===== src/rtl/mod_updown_counter.sv =====
// Synchronous up/down counter with programmable modulus, parallel load, clear
// and wrap/saturate boundary behaviour; tc is combinational for cascading.
module mod_updown_counter #(
  parameter int N        = 4,
  parameter int MOD      = 16,
  parameter bit SATURATE = 1'b0
) (
  input  logic         clk,
  input  logic         rst,
  input  logic         clr,
  input  logic         load,
  input  logic [N-1:0] din,
  input  logic         en,
  input  logic         up,
  output logic [N-1:0] q,
  output logic         tc,
  output logic         wrap,
  output logic         ovf
);

  if ((MOD < 2) || (longint'(MOD) > (longint'(1) << N))) begin : g_bad_mod
    $error("mod_updown_counter: MOD must satisfy 2 <= MOD <= 2**N");
  end

  localparam logic [N-1:0] MAXV = N'(MOD - 1);
  localparam logic [N-1:0] ONE  = N'(1);

  logic atMax;
  logic atZero;

  assign atMax  = (q == MAXV);
  assign atZero = (q == '0);
  assign tc     = en & ((up & atMax) | (~up & atZero));

  // Boundaries are handled explicitly so a non-power-of-two MOD never reaches q >= MOD.
  always_ff @(posedge clk or posedge rst) begin
    if (rst) begin
      q    <= '0;
      wrap <= 1'b0;
      ovf  <= 1'b0;
    end else if (clr) begin
      q    <= '0;
      wrap <= 1'b0;
      ovf  <= 1'b0;
    end else if (load) begin
      q    <= (din > MAXV) ? MAXV : din;
      wrap <= 1'b0;
    end else if (en) begin
      wrap <= 1'b0;
      if (up) begin
        if (!atMax) begin
          q <= q + ONE;
        end else if (SATURATE) begin
          ovf <= 1'b1;
        end else begin
          q    <= '0;
          wrap <= 1'b1;
        end
      end else begin
        if (!atZero) begin
          q <= q - ONE;
        end else if (SATURATE) begin
          ovf <= 1'b1;
        end else begin
          q    <= MAXV;
          wrap <= 1'b1;
        end
      end
    end else begin
      wrap <= 1'b0;
    end
  end

endmodule


===== config.mk =====
export PLATFORM = sky130hd
export DESIGN_NAME = mod_updown_counter
export DESIGN_NICKNAME = d
export VERILOG_FILES = /design/src/rtl/mod_updown_counter.sv
export SDC_FILE = /design/constraint.sdc
export NUM_CORES = 1
export LEC_CHECK = 0
export CAP_MARGIN = 20
export CELL_PAD_IN_SITES_DETAIL_PLACEMENT = 0
export CELL_PAD_IN_SITES_GLOBAL_PLACEMENT = 1
export CORE_MARGIN = 8
export CORE_UTILIZATION = 30
export CTS_CLUSTER_SIZE = 12
export DETAILED_ROUTE_END_ITERATION = 7
export PLACE_DENSITY = 0.89
export SYNTH_ARGS = -nofsm -noshare
export SYNTH_HDL_FRONTEND = slang
export SYNTH_SLANG_ARGS = --single-unit

===== constraint.sdc =====
create_clock -name clk -period 4.26 [get_ports clk]
set_clock_uncertainty 0.05 [all_clocks]
set_input_delay 0.852 -clock clk [delete_from_list [all_inputs] [get_ports clk]]
set_output_delay 0.852 -clock clk [all_outputs]
set_load 0.05 [all_outputs]

==> impl_metrics.json <==
{
  "clk_pin_slew_worst_paths_ns": 0.05,
  "crit_path_max_fanout": 8,
  "end_kind": "output pin",
  "place_congestion": 0.7226,
  "first_pass_iters": 4,
  "finalNetCount": 82,
  "synth_compound_area_share_pct": 26.47,
  "crit_top_cell": "clkdlybuf4s50_1",
  "fin_crit_sh_pct": 84.03,
  "synth-edff-count": 0,
  "final-seq-area_um2": 125.1,
  "cts_post_setup_buffers_inserted": 0,
  "grt_first_pass_wirelength_um": 1766,
  "gr-usage-all-layers_pct": 8.486,
  "ys.flop_type": "dfrtp_1",
  "drive_gt1_share_pct": 10.29,
  "post_synth_num_cell_types": 25,
  "fp.dieW_um": 53.66,
  "initial_core_util_pct": 32.29,
  "startpoint_type": "primary input",
  "synth_adder_area_share_pct": 8.824,
  "h-tree-depth": 1,
  "vias": 401,
  "maxSlewHeadroom_pct": 66.24,
  "grt_overflow_total": 0,
  "yosys.area_share.simple_pct": 15.59,
  "die_y_um": 53.66,
  "yosysTopAreaCell": "dfrtp_1",
  "grt_pass1_vias": 429,
  "avgSynthCellArea_um2": 8.181,
  "setup_viol": 0,
  "syn_inst": 52,
  "report.power.total_uw": 170.5,
  "async_flop_share_pct": 100.0,
  "hpwl_um": 815.7,
  "wl_per_cell_um": 12.04,
  "rsz0062_at_grt": "no",
  "crit_slowest_cell": "clkdlybuf4s50_1",
  "core_um2": 1318,
  "grt_max_degree": 9,
  "synth_most_common_cell": "a21oi_1",
  "synthTopCellsByArea": "dfrtp_1 (29%), ha_1 (8.8%), a21oi_1 (8.2%), inv_1 (5.3%), nand2_1 (4.4%)",
  "setup_slack_ns": 0.6805,
  "crit_buf_inv": 2,
  "power_density_nw_per_um2": 281.0,
  "synthesis.area_um2": 425.4,
  "synth_xor_area_share_pct": 4.118,
  "n_antenna_cell": 0,
  "std_cell_rows": 13,
  "hold_class": "register to register",
  "worst_pin_slew_ns": 0.5048,
  "cts_tree": "done",
  "drt-total-wl_um": 999,
  "die_area_um2": 2879,
  "drc": 0,
  "area_delta_synth_final_pct": 42.65,
  "cts_sinks": 5,
  "pre_cts_ws_ns": 0.6851,
  "max-vdd-ir-drop_v": 0.0001548,
  "worstSkewPairLatency_ns": 0.25,
  "drv_slew": 0,
  "tns_ns": 0,
  "synth_top_family_by_area": "compound AO/OA/AOI/OAI gates",
  "multiInputGateArea_um2": 259.0,
  "clockBufferDepth": 2,
  "antenna_found_initial": 0,
  "synth_nets": 65,
  "yosysWarnings": 0,
  "holdBufCountCts": 0,
  "cp.arrival_ns": 2.68,
  "ant_nets": 0,
  "cts-resized-gates": 0,
  "cp_top_family": "buffers and inverters",
  "synthMuxAreaShare_pct": 5.000,
  "pin_count": 17,
  "min_period_ns": 3.579,
  "hold_viol": 0,
  "ys_seq_area_share_pct": 29.41,
  "yosys-top-cells-count": "a21oi_1 (7), inv_1 (6), dfrtp_1 (5), nand2_1 (5), ha_1 (3)",
  "status": "completed",
  "crit_chain": "clkdlybuf4s50_1, nand4_1, o31ai_1, and2_1, clkdlybuf4s50_1",
  "slowest_delay_ns": 0.81,
  "crit_required_ns": 3.36,
  "routed_via_density": 4.831,
  "drv_cap": 0,
  "cts_root_buffer": "clkbuf_4",
  "portBuffers": 15,
  "p_leak_uw": 0.0002671,
  "cts_buffers": 3,
  "synth_seq_cells": 5,
  "fillCellCount": 133,
  "fmax_mhz": 279.4,
  "setup.worst_path.class": "primary input to output pin",
  "yosys.area.top_type_share_pct": 29.41,
  "drtIter0Drc": 9
}
## layout make-up
type | instances | share of cell area [%]
Sequential cell | 5 | 20.62
Clock buffer | 3 | 3.711
Clock inverter | 1 | 0.8247
Inverter | 7 | 4.330
Multi-Input combinational cell | 37 | 42.68
Timing Repair Buffer | 15 | 24.74
Tap cell | 15 | 3.093
## worst paths after layout
check / cells after the start / start / slack (ns) / endpoint
hold reg to reg: 3 / q[0] / 0.69 / q[0]
hold / removal: 3 / q[0] / 0.69 / q[0]
setup reg to reg: 6 / q[1] / 2.68 / q[3]
min in group asynchronous: 2 / rst / 0.75 / wrap
setup / recovery: 5 / up / 0.68 / tc
max in group asynchronous: 2 / rst / 3.24 / q[2]
## flip-flops by register name (all words and copies together) (netlist names)
| signal | flops |
|---|---|
| q | 4 |
| wrap | 1 |
## per-layer routing
layer / routed length (um) / up-vias / GRT usage, %
met5: 0 / - / 0
met4: 14 / 0 / 6.303
met3: 47 / 2 / 3.030
met2: 491 / 11 / 13.28
met1: 446 / 180 / 9.277
li1: - / 208 / -
## worst reg2reg max path, delay by kind of cell, from the launching register on
| family | cells | cell delay, ns |
|---|---|---|
| AOI/OAI and AO/OA | 4 | 0.71 |
| adders and majority gates | 1 | 0.18 |
| buffers and inverters | 1 | 0.13 |
| DFF | 1 | 0.43 |
## kinds of logic after synthesis
family          Yosys count
flops                     5
buf+inv                  10
fa+ha+maj                 3
mux                       2
xor+xnor                  2
compound gates           16
simple gates             13
other cells               1
## power by group
group	leakage [uW]	internal, uW	switching (uW)
Sequential	0.0000661	50.7	5.06
Combinational	0.000183	25.8	34.0
Clock	0.0000177	34.0	20.9
Total	0.000267	111	60.0
## placed cells by master, fill, tap and decap left out
master,count
dfrtp_1,5
nand2b_1,2
mux2i_1,1
inv_2,1
inv_1,6
o21ai_0,2
o31ai_1,2
a21bo_1,1
conb_1,1
a221oi_1,1
nand2_1,5
nor3b_1,1
xor2_1,2
ha_1,3
a311o_1,1
clkbuf_4,3
a41oi_2,1
nand4_1,1
and2_1,1
or4_1,1
clkdlybuf4s50_1,15
mux2_2,1
o21bai_1,1
nor2_1,2
a21oi_1,7
clkinv_2,1
## per-stage QoR
step                hold slack [ns]  instances  cell area [um2]  util, %
floorplan                    0.5805         52            425.4        -
global placement             0.6827         79            579.3    43.97
detailed placement           0.6912         79            579.3    43.97
CTS                          0.6948         83            606.8    46.06
global route                 0.7512         83            606.8    46.06
finish                       0.6944         83            606.8    46.06
(Power assumes the default switching activity.)
